## src/rtl/nmr_pkg.sv

```systemverilog
// Shared types and default widths for the NMR echo packer.
// The FSM state enum lives here so the bench and any future blocks agree on encoding.
package nmr_pkg;

  localparam int DEF_ADC_DATA_WIDTH         = 16;
  localparam int DEF_SAMPLES_PER_ECHO_WIDTH = 32;
  localparam int DEF_ECHO_PER_SCAN_WIDTH    = 32;
  localparam int DEF_FIFO_DEPTH             = 16;

  typedef enum logic [1:0] {
    IDLE    = 2'd0,
    COLLECT = 2'd1,
    DRAIN   = 2'd2
  } state_t;

endpackage

```

## src/rtl/nmr_sync_fifo.sv

```systemverilog
// Single-clock first-word-fall-through FIFO with synchronous reset.
// A write into an empty FIFO is visible on rd_data the following cycle.
module nmr_sync_fifo #(
  parameter int WIDTH = 34,
  parameter int DEPTH = 16
) (
  input  logic             clk,
  input  logic             rst,
  input  logic             wr_en,
  input  logic [WIDTH-1:0] wr_data,
  input  logic             rd_en,
  output logic [WIDTH-1:0] rd_data,
  output logic             full,
  output logic             empty
);

  localparam int AW = $clog2(DEPTH);

  logic [WIDTH-1:0] mem_q [DEPTH];
  logic [AW-1:0]    wr_ptr_q, wr_ptr_d;
  logic [AW-1:0]    rd_ptr_q, rd_ptr_d;
  logic [AW:0]      count_q, count_d;
  logic             do_wr, do_rd;

  // When full, a write is still taken if a read frees the head slot in the same cycle.
  always_comb begin
    empty    = (count_q == '0);
    full     = (count_q == (AW+1)'(DEPTH));
    do_rd    = rd_en && !empty;
    do_wr    = wr_en && (!full || do_rd);
    wr_ptr_d = wr_ptr_q + AW'(do_wr);
    rd_ptr_d = rd_ptr_q + AW'(do_rd);
    count_d  = count_q + (AW+1)'(do_wr) - (AW+1)'(do_rd);
    rd_data  = empty ? '0 : mem_q[rd_ptr_q];
  end

  always_ff @(posedge clk) begin
    if (rst) begin
      wr_ptr_q <= '0;
      rd_ptr_q <= '0;
      count_q  <= '0;
    end else begin
      wr_ptr_q <= wr_ptr_d;
      rd_ptr_q <= rd_ptr_d;
      count_q  <= count_d;
    end
  end

  always_ff @(posedge clk) begin
    if (do_wr) begin
      mem_q[wr_ptr_q] <= wr_data;
    end
  end

endmodule

```

## src/rtl/nmr_echo_packer.sv

```systemverilog
// Packs pairs of ADC samples into 2x-wide words tagged with echo/scan boundaries,
// buffered in an FWFT FIFO with a sticky overflow flag for dropped words.
module nmr_echo_packer
  import nmr_pkg::*;
#(
  parameter int ADC_DATA_WIDTH         = DEF_ADC_DATA_WIDTH,
  parameter int SAMPLES_PER_ECHO_WIDTH = DEF_SAMPLES_PER_ECHO_WIDTH,
  parameter int ECHO_PER_SCAN_WIDTH    = DEF_ECHO_PER_SCAN_WIDTH,
  parameter int FIFO_DEPTH             = DEF_FIFO_DEPTH
) (
  input  logic                              ADC_CLK,
  input  logic                              RESET,
  input  logic                              START,
  input  logic [SAMPLES_PER_ECHO_WIDTH-1:0] SAMPLES_PER_ECHO,
  input  logic [ECHO_PER_SCAN_WIDTH-1:0]    ECHO_PER_SCAN,
  input  logic [ADC_DATA_WIDTH-1:0]         ADC_IN_DATA,
  input  logic                              ADC_IN_VALID,
  output logic [2*ADC_DATA_WIDTH-1:0]       OUT_DATA,
  output logic                              OUT_LAST_ECHO,
  output logic                              OUT_LAST_SCAN,
  output logic                              OUT_VALID,
  input  logic                              OUT_READY,
  output logic                              BUSY,
  output logic                              OVERFLOW
);

  localparam int DW = 2 * ADC_DATA_WIDTH;
  localparam logic [SAMPLES_PER_ECHO_WIDTH-1:0] SPE_ONE = 1;
  localparam logic [ECHO_PER_SCAN_WIDTH-1:0]    EPS_ONE = 1;

  state_t                            state_q, state_d;
  logic [SAMPLES_PER_ECHO_WIDTH-1:0] spe_q, spe_d, smp_cnt_q, smp_cnt_d;
  logic [ECHO_PER_SCAN_WIDTH-1:0]    eps_q, eps_d, echo_cnt_q, echo_cnt_d;
  logic [ADC_DATA_WIDTH-1:0]         held_q, held_d;
  logic                              overflow_q, overflow_d;

  logic          push, pop, last_smp, last_echo;
  logic [DW+1:0] push_word, fifo_dout;
  logic          fifo_full, fifo_empty;

  assign OUT_VALID     = !fifo_empty;
  assign pop           = OUT_VALID && OUT_READY;
  assign OUT_DATA      = fifo_dout[DW-1:0];
  assign OUT_LAST_ECHO = fifo_dout[DW];
  assign OUT_LAST_SCAN = fifo_dout[DW+1];
  assign BUSY          = (state_q != IDLE);
  assign OVERFLOW      = overflow_q;

  always_comb begin
    state_d    = state_q;
    spe_d      = spe_q;
    eps_d      = eps_q;
    smp_cnt_d  = smp_cnt_q;
    echo_cnt_d = echo_cnt_q;
    held_d     = held_q;
    overflow_d = overflow_q;
    push       = 1'b0;
    push_word  = '0;
    last_smp   = (smp_cnt_q == spe_q - SPE_ONE);
    last_echo  = (echo_cnt_q == eps_q - EPS_ONE);

    case (state_q)
      IDLE: begin
        if (START && (SAMPLES_PER_ECHO != '0) && (ECHO_PER_SCAN != '0)) begin
          state_d    = COLLECT;
          spe_d      = SAMPLES_PER_ECHO;
          eps_d      = ECHO_PER_SCAN;
          smp_cnt_d  = '0;
          echo_cnt_d = '0;
          held_d     = '0;
          overflow_d = 1'b0;
        end
      end
      COLLECT: begin
        if (ADC_IN_VALID) begin
          push = smp_cnt_q[0] || last_smp;
          // Word layout in the FIFO: {last_scan, last_echo, data}.
          push_word = {last_smp && last_echo, last_smp,
                       smp_cnt_q[0] ? {ADC_IN_DATA, held_q}
                                    : {{ADC_DATA_WIDTH{1'b0}}, ADC_IN_DATA}};
          if (!smp_cnt_q[0]) begin
            held_d = ADC_IN_DATA;
          end
          if (last_smp) begin
            smp_cnt_d  = '0;
            echo_cnt_d = echo_cnt_q + EPS_ONE;
            if (last_echo) begin
              state_d = DRAIN;
            end
          end else begin
            smp_cnt_d = smp_cnt_q + SPE_ONE;
          end
          if (push && fifo_full && !pop) begin
            overflow_d = 1'b1;
          end
        end
      end
      DRAIN: begin
        if (fifo_empty) begin
          state_d = IDLE;
        end
      end
      default: state_d = IDLE;
    endcase
  end

  always_ff @(posedge ADC_CLK) begin
    if (RESET) begin
      state_q    <= IDLE;
      spe_q      <= '0;
      eps_q      <= '0;
      smp_cnt_q  <= '0;
      echo_cnt_q <= '0;
      held_q     <= '0;
      overflow_q <= 1'b0;
    end else begin
      state_q    <= state_d;
      spe_q      <= spe_d;
      eps_q      <= eps_d;
      smp_cnt_q  <= smp_cnt_d;
      echo_cnt_q <= echo_cnt_d;
      held_q     <= held_d;
      overflow_q <= overflow_d;
    end
  end

  nmr_sync_fifo #(
    .WIDTH (DW + 2),
    .DEPTH (FIFO_DEPTH)
  ) u_fifo (
    .clk     (ADC_CLK),
    .rst     (RESET),
    .wr_en   (push),
    .wr_data (push_word),
    .rd_en   (OUT_READY),
    .rd_data (fifo_dout),
    .full    (fifo_full),
    .empty   (fifo_empty)
  );

endmodule

```

## config.mk

```make
export PLATFORM = sky130hd
export DESIGN_NAME = nmr_echo_packer
export DESIGN_NICKNAME = d
export VERILOG_FILES = /design/src/rtl/nmr_pkg.sv /design/src/rtl/nmr_sync_fifo.sv /design/src/rtl/nmr_echo_packer.sv
export SDC_FILE = /design/constraint.sdc
export NUM_CORES = 1
export LEC_CHECK = 0
export ABC_AREA = 1
export CAP_MARGIN = 10
export CORE_AREA = 5 5 306 278
export CTS_BUF_LIST = sky130_fd_sc_hd__clkbuf_8 sky130_fd_sc_hd__clkbuf_16
export CTS_CLUSTER_SIZE = 40
export DETAILED_ROUTE_END_ITERATION = 12
export DIE_AREA = 0 0 311 283
export PLACE_DENSITY = 0.67
export REMOVE_ABC_BUFFERS = 1
export SETUP_SLACK_MARGIN = 0.1
export SKIP_LAST_GASP = 1
export SLEW_MARGIN = 5
export SYNTH_ARGS = -nofsm -noshare
export SYNTH_HDL_FRONTEND = slang
export SYNTH_SLANG_ARGS = --single-unit
```

## constraint.sdc

```tcl
create_clock -name ADC_CLK -period 4.24 [get_ports ADC_CLK]
set_input_delay 0.636 -clock ADC_CLK [delete_from_list [all_inputs] [get_ports ADC_CLK]]
set_output_delay 0.636 -clock ADC_CLK [all_outputs]
set_load 0.01 [all_outputs]
```

**Word-level counts from Yosys, hierarchy flattened**

Memory sizes are Yosys's and may differ from the RTL's. A register that Yosys moved wholly into a read port is not among the register bits.
Cells that the tools add are included.

- Bits in writable memories: 544
- Memories kept: 1
- Output and inout bits: 37
- Register bits: 160

Memories:

| memory | depth | width | read ports | clocked after Yosys merged registers in | wr ports | RTL line | source |
|---|---|---|---|---|---|---|---|
| u_fifo.mem_q | 16 | 34 | 1 | 1 | 1 | nmr_sync_fifo.sv:19 | `logic [WIDTH-1:0] mem_q [DEPTH];` |

- Equality and inequality tests: 12
- Reductions and logical operators: 24
- $add $sub $neg: 8
- Multiplexer cells: 30

Operators by type and width:

| kind | number |
|---|---|
| $mux 32 | 6 |
| $pmux 32 s2 | 2 |
| $mux 34 | 3 |
| $add 32x1->32 const B | 2 |
| $eq 32x32->1 | 2 |
| $reduce_bool 32->1 | 2 |
| $sub 32x1->32 const B | 2 |
| $mux 16 | 3 |
| $pmux 16 s2 | 1 |
| $ne 2x2->1 const B | 7 |
| $reduce_and 4->1 | 3 |
| $mux 2 | 5 |
| $add 4x1->4 | 2 |
| $logic_and 1x1->1 | 7 |
| $mux 1 | 7 |
| $pmux 2 s3 | 1 |
| $add 5x1->5 | 1 |
| $eq 5x5->1 const B | 1 |
| $logic_not 5->1 | 1 |
| $reduce_and 5->1 | 1 |
| $sub 5x1->5 | 1 |
| $mux 4 | 1 |
| $reduce_bool 2->1 | 2 |
| $logic_not 1->1 | 3 |
| 7 further kinds | 8 |

**Depth between registers and ports, before layout**

- Word-level depth: 8
- Mapped depth: 25
- Mapped depth without buffers: 25

**Modules after synthesis**

A second synthesis with hierarchy kept.

- Cells, all modules: 3543
- Area, all modules: 32620.0 sq um

Modules (own cells, without submodules):

| module | cells an instance | area each (sq um) | instances |
|---|---|---|---|
| nmr_sync_fifo | 1890 | 22451.5 | 1 |
| nmr_echo_packer | 1653 | 10168.5 | 1 |

**Least setup slack after synthesis**

Ideal clock, no wire load.

- Kind: flip-flop to flip-flop
- Start: reg spe_q[0]
- End: mem u_fifo.mem_q[0][0], enable pin
- Clock period less this slack: 3830 ps
- Arrival: 3404 ps
- Data required time: 3815 ps
- Slack: 410 ps
- Cell stages (with the launch flop): 16
- Setup time: 425 ps
- Cells stage by stage: dfxtp_1 -> inv_1 -> ha_1 -> nand2_2 -> nor2_4 -> nand2_2 -> nor2_1 -> xor2_1 -> nand3_1 -> nor2_2 -> nand2_4 -> nand2_2 -> nand2_2 -> inv_2 -> nand3_1 -> nor2_1

- Word-level cells in the longest chain between the ends: 8

RTL lines:

| what | RTL line | source |
|---|---|---|
| start, declared | nmr_echo_packer.sv:32 | `logic [SAMPLES_PER_ECHO_WIDTH-1:0] spe_q, spe_d, smp_cnt_q, smp_cnt_d;` |
| start signal, assigned | nmr_echo_packer.sv:118 | `spe_q <= spe_d;` |
| $sub 32x1->32 | nmr_echo_packer.sv:59 | `last_smp = (smp_cnt_q == spe_q - SPE_ONE);` |
| $eq 32x32->1 | nmr_echo_packer.sv:59 |  |
| $logic_or 1x1->1 | nmr_echo_packer.sv:76 | `push = smp_cnt_q[0] \|\| last_smp;` |
| $mux 1 | nmr_echo_packer.sv:75 | `if (ADC_IN_VALID) begin` |
| $mux 1 | nmr_echo_packer.sv:62 | `case (state_q)` |
| $logic_and 1x1->1 | nmr_sync_fifo.sv:30 | `do_wr = wr_en && (!full \|\| do_rd);` |
| $mux 1 | nmr_sync_fifo.sv:50 | `if (do_wr) begin` |
| $mux 1 (not written as such) | nmr_sync_fifo.sv:51 | `mem_q[wr_ptr_q] <= wr_data;` |
| end, declared | nmr_sync_fifo.sv:19 |  |

No other way between the ends.

==> metrics.md <==
| Metric | Value |
|---|---|
| Vias | `24800` |
| Global route overflow | `0` |
| Part of the power in registers | `40.9%` |
| Min cycle time layout | `4.03 ns` |
| Setup Skew | `0.0286 ns` |
| Max cap viols | `0` |
| Worst-Margin Slew | `1.18 ns` |
| Largest net degree at the start of global routing | `130` |
| Post-CTS Hold Buffers | `0` |
| Initial antenna violation count | `2` |
| Mapped cell area | `0.0323 mm^2` |
| Sink Count | `704` |
| Final GP Congestion | `0.915` |
| Syn avg cell area | `9.68 um^2` |
| CP max stage delay | `0.61 ns` |
| Seq/Total Area, Yosys | `60.6%` |
| DRT iter0 DRCs | `2742` |
| Fin area | `0.0376 mm^2` |
| Crit path from | `u_fifo.rd_ptr_q[0]$_SDFF_PP0_` |
| Worst setup path end | `OUT_DATA[6]` |
| Fin. max-slew vios | `0` |
| R2R Setup Slk | `0.78 ns` |
| CP max-delay cell | `clkdlybuf4s50_1` |
| Port buffer count | `121` |
| Num rows | `100` |
| Die area | `0.0880 mm^2` |
| DPL Wire Length | `52900 um` |
| Crit path cell chain | `buf_12 -> buf_4 -> o21ai_0 -> o22ai_1 -> nor2_1 -> nor2_1 -> o21ai_0 -> a21oi_1 -> clkdlybuf4s50_1` |
| Drt total wl | `88100 um` |
| Die span in x | `311 um` |
| Psw | `5.68 mW` |
| WP data required | `3.60 ns` |
| Startpoint type of the worst setup path | `flip-flop` |
| Final worst-path setup slack | `0.207 ns` |
| Post-DRT Antenna Nets | `0` |
| Via density | `5.44` |
| Post-synth cell types | `49` |
| CP Data Arrival Time | `3.40 ns` |
| Clock Power Share | `35.7%` |
| First-pass GRT wire length | `136000 um` |
| Hold Fails Final Rpt | `0` |
| Sw Ratio | `30.6%` |
| Status | `finished clean` |
| Number of remaining DRC errors | `0` |
| Synth Instances | `3332` |
| PD cells | `494 mW/mm^2` |
| Setup Viol. Count Final | `0` |
| # H-tree levels | `3` |
| Post-synth top area cell | `edfxtp_1` |
| Ys Warns | `0` |
| Tcrit/Tclk final | `95.1%` |
| Final #Nets | `3523` |
| Critical path class | `reg -> out` |
| Setup_tns | `0 ns` |
| Top cells by area, synth | `edfxtp_1 (51%), dfxtp_1 (9.9%), nor2_1 (7.1%)` |
| R2R depth | `23` |
| Leak pwr | `13.1 nW` |
| Share of the synthesized area in the top cell type | `50.6%` |
| Die Y | `283 um` |
| Clk buf depth | `3` |
| CP max FO | `110` |
| Total GRT Usage | `19.3%` |
| Total I/O pin count | `122` |
| Share of layout cells above drive strength 1 | `7.63%` |
| Worst R2R End | `u_fifo.count_q[4]$_SDFF_PP0_` |
| Internal | `12.9 mW` |
| Peak VDD IR | `0.322 mV` |
| Starting density of the core | `39.4%` |
| Gate power share | `23.4%` |
| Root buf cell | `clkbuf_16` |
| Routed len/inst | `19.3 um` |
| CTS tree | `done` |
| Clk_lat worst skew | `0.63 ns` |
| Core footprint | `0.0818 mm^2` |
| RSZ-0062 raised after global routing | `yes` |
| Synth Register Bits | `704` |
| Pre-CTS WS | `0.509 ns` |
| Fmax | `0.248 GHz` |
| TritonCTS buffer count | `76` |
| Reg clk slew, reported paths | `0.05 ns` |
| Area grow syn2layout | `16.5%` |
| Worst R2R Start | `spe_q[0]$_SDFFE_PP0P_` |
| Worst slew margin | `21.6%` |
| Placed cell area | `0.0350 mm^2` |
| DRT Pass-1 Iters | `6` |
| Number of global-route vias before repair | `23400` |
| Post-CTS setup buffers | `0` |
| Min-Delay Path Class | `reg -> reg` |
| CP endpoint kind | `primary output` |
==> layer usage <==
layer	vias to the layer above	GRT usage [%]	share of wire [%]
met2	992	31.0	46
met3	144	3.41	8.2
li1	11800	-	-
met1	11900	27.2	43
met4	2	5.59	2.5
met5	-	0	0.015
==> sequential cells by signal (all words and copies together) (netlist names) <==
name,cells
u_fifo.mem_q,544
OVERFLOW,1
echo_cnt_q,32
eps_q,32
smp_cnt_q,32
spe_q,32
u_fifo.count_q,5
u_fifo.rd_ptr_q,4
held_q,16
state_q,2
u_fifo.wr_ptr_q,4
==> worst min path at each step <==
stage,startpoint,end,slack [ns],cells past startpoint
floorplan,eps_q[31]$_SDFFE_PP0P_,eps_q[31]$_SDFFE_PP0P_,0.44,2
global placement,OVERFLOW$_SDFFE_PP0P_,OVERFLOW$_SDFFE_PP0P_,0.44,2
detailed placement,OVERFLOW$_SDFFE_PP0P_,OVERFLOW$_SDFFE_PP0P_,0.45,2
CTS,OVERFLOW$_SDFFE_PP0P_,OVERFLOW$_SDFFE_PP0P_,0.46,2
global route,spe_q[31]$_SDFFE_PP0P_,spe_q[31]$_SDFFE_PP0P_,0.49,2
finish,spe_q[31]$_SDFFE_PP0P_,spe_q[31]$_SDFFE_PP0P_,0.46,2
==> cells in the mapped netlist, drive strengths merged <==
master / count
nor2: 626
edfxtp: 544
nand2: 416
o21ai: 393
inv: 232
a21oi: 186
clkbuf: 167
nand3: 163
dfxtp: 160
o221ai: 104
xor2: 85
nor3: 48
nand4: 42
o22ai: 36
xnor2: 28
nor4: 18
or2: 18
buf: 17
ha: 14
nand3b: 12
clkinv: 6
o21bai: 6
nor3b: 4
a221oi: 1
a31oi: 1
and2: 1
fa: 1
nor4b: 1
o2111ai: 1
or3: 1
==> layout by cell type (no fill, tap or decap), drive strengths merged, types with 12 or more instances in the layout <==
cell type / Yosys / final
clkinv: 6 / 36
nand3: 163 / 163
inv: 232 / 253
edfxtp: 544 / 544
o22ai: 36 / 36
o221ai: 104 / 104
xor2: 85 / 85
o21ai: 393 / 393
dfxtp: 160 / 160
nor4: 18 / 18
nand2: 416 / 416
clkbuf: 167 / 81
nand3b: 12 / 12
xnor2: 28 / 28
buf: 17 / 77
ha: 14 / 14
nor3: 48 / 48
or2: 18 / 18
clkdlybuf4s50: 0 / 120
nand4: 42 / 42
nor2: 626 / 626
a21oi: 186 / 186
==> cell families (layout without fill, tap and decap cells) <==
kind of cell / after synthesis / count (layout) / share of synthesized area (%)
and+or+nand+nor: 1350 / 1350 / 17.9
other: 0 / 1 / 0
AOI/OAI and AO/OA: 728 / 728 / 12.8
buffers and inverters: 422 / 575 / 5.09
adders and majority gates: 15 / 15 / 0.605
DFF: 704 / 704 / 60.6
xor gates and xnor gates: 113 / 113 / 3.07
==> cell type report <==
| class | instances | area, um^2 |
|---|---|---|
| multi-input cells | 2206 | 11200 |
| clock buffers | 81 | 1990 |
| fillers | 7603 | 44300 |
| flip-flops and latches | 704 | 19500 |
| repair buffers | 197 | 2050 |
| clock inverters | 59 | 515 |
| well taps | 1071 | 1340 |
| inverters | 238 | 901 |
| diodes | 1 | 2.50 |
==> critical path, delay by kind of cell (launching register included) <==
kind | cells | cell delay, ns
buf+inv | 3 | 1.45
compound gates | 4 | 0.79
flops | 1 | 0.38
simple gates | 2 | 0.14
==> power groups by stage <==
stage               registers [mW]  logic [mW]  clock network (mW)
floorplan                     7.92        2.31                   0
finish                        7.59        4.33                6.63
CTS                           7.59        4.34                6.75
detailed placement            7.73        4.33                   0
global route                  7.60        4.79                7.06
global placement              7.73        4.28                   0
==> what timing repair did <==
item                                   4_1_cts  5_1_grt
setup endpoints to repair                    2       16
endpoints found under the hold margin        0        0
resized for setup                            1        2
==> through the flow <==
step	std cells	total power, mW	utilization (%)	hold slack (ns)
final	4557	18.5	45.9	0.459
after global routing	4556	19.4	45.9	0.489
after CTS	4554	18.7	45.9	0.462
after detailed placement	4414	12.1	42.8	0.450
after global placement	4414	12.0	42.8	0.440
after floorplan	3148	10.2	-	0.437
Note: power is estimated with default switching activity, not from simulation.
